### src/rtl/match_controller.sv
// Match-level controller: idle -> countdown -> timed round -> game over.
// Watches the two player scores, keeps the round clock and declares the winner.
// All outputs come straight from registers; every decision lands one cycle after
// the condition that caused it.
module match_controller #(
  parameter int TICKS_PER_SEC     = 65_000_000,
  parameter int MATCH_SECONDS     = 90,
  parameter int COUNTDOWN_SECONDS = 3,
  parameter int WIN_SCORE         = 10
) (
  input  logic       clk,
  input  logic       rst,
  input  logic       start,
  input  logic [4:0] points_1,
  input  logic [4:0] points_2,
  output logic [1:0] state,
  output logic [1:0] winner,
  output logic [6:0] seconds_left,
  output logic [1:0] countdown,
  output logic       game_rst,
  output logic       move_en,
  output logic       sec_tick
);

  localparam int PW = (TICKS_PER_SEC > 1) ? $clog2(TICKS_PER_SEC) : 1;

  localparam logic [PW-1:0] PRESC_LAST = PW'(TICKS_PER_SEC - 1);
  localparam logic [6:0]    SECS_INIT  = 7'(MATCH_SECONDS);
  localparam logic [1:0]    CD_INIT    = 2'(COUNTDOWN_SECONDS);
  localparam logic [4:0]    WIN_PTS    = 5'(WIN_SCORE);

  localparam logic [1:0] WIN_NONE = 2'd0;
  localparam logic [1:0] WIN_P1   = 2'd1;
  localparam logic [1:0] WIN_P2   = 2'd2;
  localparam logic [1:0] WIN_DRAW = 2'd3;

  typedef enum logic [1:0] {
    ST_IDLE      = 2'd0,
    ST_COUNTDOWN = 2'd1,
    ST_PLAYING   = 2'd2,
    ST_GAME_OVER = 2'd3
  } state_t;

  // Registered state and outputs
  state_t        r_state;
  logic [1:0]    r_winner;
  logic [6:0]    r_secs;
  logic [1:0]    r_cd;
  logic          r_game_rst;
  logic          r_move_en;
  logic          r_sec_tick;
  logic [PW-1:0] r_presc;
  logic          r_start_d;

  // Next-state values
  state_t        w_state_nxt;
  logic [1:0]    w_winner_nxt;
  logic [6:0]    w_secs_nxt;
  logic [1:0]    w_cd_nxt;
  logic          w_tick_nxt;
  logic [PW-1:0] w_presc_nxt;

  logic w_start_edge;
  logic w_wrap;
  logic w_p1_hit;
  logic w_p2_hit;

  assign w_start_edge = start & ~r_start_d;
  assign w_wrap       = ((r_state == ST_COUNTDOWN) || (r_state == ST_PLAYING)) &&
                        (r_presc == PRESC_LAST);
  assign w_p1_hit     = (points_1 >= WIN_PTS);
  assign w_p2_hit     = (points_2 >= WIN_PTS);

  // State register plus every registered output, with synchronous reset
  always_ff @(posedge clk) begin
    // NOTE: sequential state uses non-blocking assignments so all registers
    // update together from the values seen before the edge.
    if (rst) begin
      r_state    <= ST_IDLE;
      r_winner   <= WIN_NONE;
      r_secs     <= SECS_INIT;
      r_cd       <= 2'd0;
      r_game_rst <= 1'b1;
      r_move_en  <= 1'b0;
      r_sec_tick <= 1'b0;
      r_presc    <= '0;
      r_start_d  <= 1'b1;   // a button held through reset is not a press
    end else begin
      r_state    <= w_state_nxt;
      r_winner   <= w_winner_nxt;
      r_secs     <= w_secs_nxt;
      r_cd       <= w_cd_nxt;
      r_game_rst <= (w_state_nxt == ST_IDLE) || (w_state_nxt == ST_COUNTDOWN);
      r_move_en  <= (w_state_nxt == ST_PLAYING);
      r_sec_tick <= w_tick_nxt;
      r_presc    <= w_presc_nxt;
      r_start_d  <= start;
    end
  end

  // Next-state logic: prescaler, countdown, round clock and winner decision
  always_comb begin
    // NOTE: every signal gets a default before the case so no path leaves one
    // unassigned, which would otherwise infer a latch.
    w_state_nxt  = r_state;
    w_winner_nxt = r_winner;
    w_secs_nxt   = r_secs;
    w_cd_nxt     = r_cd;
    w_tick_nxt   = 1'b0;
    w_presc_nxt  = r_presc;

    unique case (r_state)
      ST_IDLE: begin
        if (w_start_edge) begin
          w_state_nxt = ST_COUNTDOWN;
          w_cd_nxt    = CD_INIT;
        end
      end

      ST_COUNTDOWN: begin
        w_presc_nxt = w_wrap ? '0 : r_presc + 1'b1;
        if (w_wrap) begin
          w_tick_nxt = 1'b1;
          if (r_cd == 2'd1) begin
            w_state_nxt = ST_PLAYING;
            w_cd_nxt    = 2'd0;
            w_secs_nxt  = SECS_INIT;
          end else begin
            w_cd_nxt = r_cd - 2'd1;
          end
        end
      end

      ST_PLAYING: begin
        w_presc_nxt = w_wrap ? '0 : r_presc + 1'b1;
        if (w_wrap) begin
          w_tick_nxt = 1'b1;
          w_secs_nxt = (r_secs != 7'd0) ? r_secs - 7'd1 : 7'd0;
        end
        // Score limits outrank the clock, even on the final tick
        if (w_p1_hit && w_p2_hit) begin
          w_state_nxt  = ST_GAME_OVER;
          w_winner_nxt = WIN_DRAW;
        end else if (w_p1_hit) begin
          w_state_nxt  = ST_GAME_OVER;
          w_winner_nxt = WIN_P1;
        end else if (w_p2_hit) begin
          w_state_nxt  = ST_GAME_OVER;
          w_winner_nxt = WIN_P2;
        end else if (w_wrap && (r_secs == 7'd1)) begin
          w_state_nxt = ST_GAME_OVER;
          if (points_1 > points_2)      w_winner_nxt = WIN_P1;
          else if (points_2 > points_1) w_winner_nxt = WIN_P2;
          else                          w_winner_nxt = WIN_DRAW;
        end
      end

      ST_GAME_OVER: begin
        if (w_start_edge) begin
          w_state_nxt  = ST_COUNTDOWN;
          w_winner_nxt = WIN_NONE;
          w_secs_nxt   = SECS_INIT;
          w_cd_nxt     = CD_INIT;
        end
      end

      default: w_state_nxt = ST_IDLE;
    endcase

    // Each state is entered with a fresh second
    if (w_state_nxt != r_state) w_presc_nxt = '0;
  end

  assign state        = r_state;
  assign winner       = r_winner;
  assign seconds_left = r_secs;
  assign countdown    = r_cd;
  assign game_rst     = r_game_rst;
  assign move_en      = r_move_en;
  assign sec_tick     = r_sec_tick;

endmodule

### config.mk
export PLATFORM = sky130hd
export DESIGN_NAME = match_controller
export DESIGN_NICKNAME = d
export VERILOG_FILES = /design/src/rtl/match_controller.sv
export SDC_FILE = /design/constraint.sdc
export NUM_CORES = 1
export LEC_CHECK = 0
export CORE_AREA = 2 2 79 81
export DETAILED_ROUTE_END_ITERATION = 16
export DIE_AREA = 0 0 81 83
export GPL_ROUTABILITY_DRIVEN = 1
export MAX_ROUTING_LAYER = met4
export PLACE_DENSITY_LB_ADDON = 0.05
export REMOVE_ABC_BUFFERS = 1
export SETUP_SLACK_MARGIN = 0.2
export SYNTH_ARGS = -nofsm -noshare
export SYNTH_HDL_FRONTEND = slang
export SYNTH_SLANG_ARGS = --single-unit
### constraint.sdc
create_clock -name clk -period 3.3 [get_ports clk]
set_clock_uncertainty 0.15 [all_clocks]
set_input_delay 0.66 -clock clk [delete_from_list [all_inputs] [get_ports clk]]
set_output_delay 0.66 -clock clk [all_outputs]
set_load 0.01 [all_outputs]
Word-level counts from Yosys, hierarchy flattened
Index checks and enable logic that the tools add are counted.
W data, S select, Z words.
Storage, ports and cells
  register bits: 43
  word-level logic and storage cells: 80
Operators by class
  add/subtract/negate cells: 3
  $lt $le $gt $ge: 4
  equal/unequal tests: 15
  muxes and demuxes: 28
  bitwise gates (word level): 3
  reduce and logical (&&, ||, !) cells: 18
Operators by type and width (number)
  $mux W7: 5
  $mux W2: 16
  $add A26 B1 Y26 const B: 1
  $eq A26 B26 Y1 const B: 1
  $mux W26: 1
  $pmux W7 S3: 1
  $ge A5 B4 Y1 const B: 2
  $gt A5 B5 Y1: 2
  $pmux W2 S2: 2
  $reduce_or A2 Y1: 4
  $eq A7 B1 Y1 const B: 1
  $reduce_bool A7 Y1: 1
  $sub A7 B1 Y7 const B: 1
  $eq A2 B1 Y1 const B: 3
  $eq A2 B2 Y1 const B: 3
  $ne A2 B2 Y1 const B: 3
  $pmux W2 S3: 1
  $reduce_and A3 Y1: 2
  $ne A5 B3 Y1 const B: 1
  $reduce_and A5 Y1: 1
  $logic_not A2 Y1: 2
  $ne A2 B1 Y1 const B: 2
  $reduce_bool A2 Y1: 2
  $logic_and A1 B1 Y1: 3
  7 further kinds: 10

Depth between registers and ports, before layout
  depth in word-level cells: 11
  mapped depth: 9

Least setup slack after synthesis
No wires, ideal clock.
  path type: reg2reg
  start: reg r_state[0], in the netlist state[0]
  end: reg r_presc[12]
  setup time: 0.130 ns
  arrival time: 2.382 ns
  path slack: 0.638 ns
  cell stages (with the launch flop): 9
  buffers on the path: 1
  clock period less this slack: 2.662 ns
  cells stage by stage: dfxtp_1 inv_1 ha_1 nand3_1 or4_1 o31a_1 o221ai_4 buf_6 nor3_1
On the way
  longest elaborated chain between the ends: 11
RTL lines
  start, declared: line 45  | state_t r_state;
  start signal, assigned: line 89  | r_state <= w_state_nxt;
  $eq A2 B1 Y1 or $eq A2 B2 Y1 (tied branches): line 69, 112
  $logic_or A1 B1 Y1: line 69  | assign w_wrap = ((r_state == ST_COUNTDOWN) || (r_state == ST_PLAYING)) &&
  $logic_and A1 B1 Y1: line 69
  $logic_and A1 B1 Y1: line 150  | end else if (w_wrap && (r_secs == 7'd1)) begin
  $mux W2: line 150
  $mux W2: line 147  | end else if (w_p2_hit) begin
  $mux W2: line 144  | end else if (w_p1_hit) begin
  $mux W2: line 141  | if (w_p1_hit && w_p2_hit) begin
  $pmux W2 S3: line 112  | unique case (r_state)
  $ne A2 B2 Y1: line 171  | if (w_state_nxt != r_state) w_presc_nxt = '0;
  $reduce_or A2 Y1 (no source line)
  end signal, assigned: line 96  | r_presc <= w_presc_nxt;
  end, declared: line 52  | logic [PW-1:0] r_presc;
Parallel ways exist; a longest one is shown, timed or not.
A chain may end at the register's enable or synchronous reset.

Worst setup path in the final report
  start: reg r_state[0], in the netlist state[0]
  end: reg r_presc[16]
Same word-level chain as after synthesis.

==> summary.md <==
| Metric | Value |
|---|---|
| Sequential cell area fraction in the yosys report | `about 33%` |
| Reg power frac | `a little over a third` |
| Slew @ Worst Pin | `0.442 ns` |
| Layout cells sized above 1 | `just over 6%` |
| Mapped Area | `0.00258 sq mm` |
| Status | `complete, no violations` |
| Setup TNS | `0 ns` |
| Gr usage total | `20.2%` |
| CTS tree | `built` |
| RSZ-0062 raised after global routing | `no` |
| Setup ws final | `~0.46 ns` |
| Arrival @ worst endpoint | `approximately 2.9 ns` |
| Fin area | `0.00306 sq mm` |
| Vias in the first global route | `~2,200` |
| Initial Util | `44.3%` |
| Drt total wl | `between 6000 and 7000 microns` |
| Max-cap violation count | `0` |
| Clk buf depth | `2` |
| Die area | `between 0.006 and 0.007 sq mm` |
| Sw power | `roughly 0.56 mW` |
| Hold Path Class | `flop to flop` |
| Initial antenna violation count | `0` |
| GRT overflow | `0` |
| NumNets Final | `between 300 and 400` |
| Logic pwr share | `around 35%` |
| H-tree depth | `2` |
| Largest net degree at the start of global routing | `27` |
| Fmax achieved | `between 300 and 400 MHz` |
| Core Region | `around 0.0058 sq mm` |
| RR Startpoint | `state[0]$_SDFF_PP0_` |
| Place WS | `about 0.49 ns` |
| Port-buffer cells | `28` |
| Worst Setup Path Type | `flop to flop` |
| Critical Path Sink Type | `flop` |
| WL/cell | `14.9 microns` |
| Clock sinks | `between 40 and 50` |
| Pwr Density | `between 500 and 600 mW/mm^2` |
| Fin crit share | `86.0%` |
| Worst Setup Start Kind | `flop` |
| Leakage power | `~1.1 nW` |
| Post-synth top flop | `dfxtp_1` |
| Num rows | `28` |
| Switch share | `33.5%` |
| Clk pwr share | `between 20% and 30%` |
| Yosys reg bits | `43` |
| Max Slew Vio Count | `0` |
| Number of antenna diodes | `0` |
| EDFF count, synth | `0` |
| Routed Antenna Nets | `0` |
| Clock Pin Slew Worst Setup and Hold Paths | `roughly 0.09 ns` |
| Synth unique cells | `55` |
| Clock latency on the worst-skew pair | `between 0.2 and 0.3 ns` |
| # hold bufs at CTS | `0` |
| Mean Syn Cell Area | `8.36 sq um` |
| Worst Path Required | `roughly 3.3 ns` |
| Cell Int Power | `about 1.1 mW` |
| Slew margin rel. | `between 70 and 80%` |
| Tmin final | `about 2.8 ns` |
| Final hold vios | `0` |
| First-pass GRT wire length | `~11,000 microns` |
| I/O Pins | `29` |
| Peak supply drop | `roughly 0.24 mV` |
| Fraction of registers with async set/reset | `0%` |
| Pre-antenna DRT Iters | `4` |
| Syn-to-layout area delta | `18.8%` |
| Placed instance area | `between 0.002 and 0.003 sq mm` |
| DRC Markers | `0` |
| Die height | `roughly 83 microns` |
| Die W | `slightly above 80 microns` |
| Reg2Reg Depth | `8` |
| Num CTS Buffers | `5` |
| Hold Path Stages | `2` |
| Hold_sp | `r_presc[1]$_SDFFE_PP0N_` |
| Worst-path fanout max | `26` |
| Post-CTS sizing | `0` |
| Vias/cell | `around 5.7` |
| Yosys warnings | `0` |
| Dpl hpwl | `4620 microns` |
| Vias | `~2,300` |
| Post-CTS setup buffer count | `0` |
| Post-Synthesis Cells | `just over 300` |
| Final Power | `between 1.5 and 2 mW` |
| Starting DRC count in detailed routing | `approximately 120` |
| Final GP Congestion | `~0.85` |
| Critical Path Source | `state[0]$_SDFF_PP0_` |
| Clk root buf | `clkbuf_8` |
| Final setup fails | `0` |
==> synth_stat cells (3+ instances only) <==
library cell   n  area (sq um)
and4_1         7          61.3
o21ai_0        6          30.0
nor2_1        21          78.8
xor2_1         9          78.8
a221o_1        4          40.0
nor2b_1        4          25.0
nand2b_1       4          25.0
a211oi_1       3          22.5
inv_1         20          75.1
nand2_1       20          75.1
a21oi_1        8          40.0
nor4_1         5          31.3
dfxtp_1       43           861
ha_1          14           175
nor3_1        31           155
clkbuf_1       7          26.3
xnor2_1       15           131
nand4_1       11          68.8
o21a_1         3          22.5
nand3_1       17          85.1
and3_1        10          62.6
==> final cells by class <==
cell class | instances | area [sq um]
fill | 590 | 2750
sequential | 43 | 861
timing repair buffer | 33 | 318
tap | 75 | 93.8
clock inverter | 2 | 60.1
multi-input combinational | 234 | 1580
inverter | 20 | 75.1
clock buffer | 6 | 72.6
==> cell usage in the layout (no fill, tap or decap), types with 3 or more instances in the layout <==
master	count
nor2_1	21
xnor2_1	15
and4_1	7
clkdlybuf4s50_1	28
nor4_1	5
ha_1	14
nand2b_1	4
dfxtp_1	43
o21ai_0	6
inv_1	20
and3_1	10
clkbuf_8	5
o21a_1	3
nand2_1	20
nor2b_1	4
nor3_1	31
buf_4	5
a21oi_1	8
xor2_1	9
a211oi_1	3
nand3_1	17
nand4_1	11
a221o_1	4
==> per-layer routing <==
layer | vias to the layer above | share of wire (%) | track usage (%)
met1 | 1108 | 46 | 24.9
li1 | 1183 | - | -
met2 | 44 | 48 | 33.5
met3 | 8 | 4.2 | 3.15
met5 | - | 0 | -
met4 | 0 | 1.5 | 6.47
==> through the flow <==
stage,util (%),hold slack (ns),std cells
after floorplan,-,0.308,297
after detailed placement,50.4,0.332,405
after CTS,52.6,0.352,413
after global routing,52.6,0.396,413
final,52.6,0.354,413
after global placement,50.4,0.328,405
==> critical path, stage by stage, from the launching register on <==
cell and delay, ns:
dfxtp_1 0.48, inv_1 0.17, ha_1 0.33, nand3_1 0.08
or4_1 0.57, o31a_1 0.34, o221ai_4 0.17, buf_4 0.31
nor3_1 0.10
==> worst paths after layout <==
| path | to | slack, ns |
|---|---|---|
| worst max-delay path | r_presc[16]$_SDFFE_PP0N_ | 0.46 |
| worst max register to register | r_presc[16]$_SDFFE_PP0N_ | 0.46 |
| worst min register to register | r_presc[1]$_SDFFE_PP0N_ | 0.35 |
| worst min-delay path | r_presc[1]$_SDFFE_PP0N_ | 0.35 |
==> flip-flops by register name, indices dropped and copies added (netlist names), 2 cells and up <==
signal and flops:
r_presc 26, seconds_left 7, countdown 2, state 2, winner 2
==> power by group through the flow <==
stage | Clock (mW) | Combinational, mW | Sequential (mW)
after global placement | 0 | 0.573 | 0.614
after CTS | 0.499 | 0.579 | 0.604
after global routing | 0.522 | 0.644 | 0.611
after floorplan | 0 | 0.357 | 0.620
final | 0.486 | 0.575 | 0.604
after detailed placement | 0 | 0.577 | 0.615
==> cells by family after synthesis <==
logic type	count (synthesis)	share of synthesized area, %
AOI/OAI and AO/OA	45	13.6
xor gates and xnor gates	24	8.16
adders and majority gates	14	6.80
buffers and inverters	31	5.20
DFF	43	33.4
muxes	3	1.21
and+or+nand+nor	148	31.6
No activity file was read; power rests on OpenSTA's default activity.
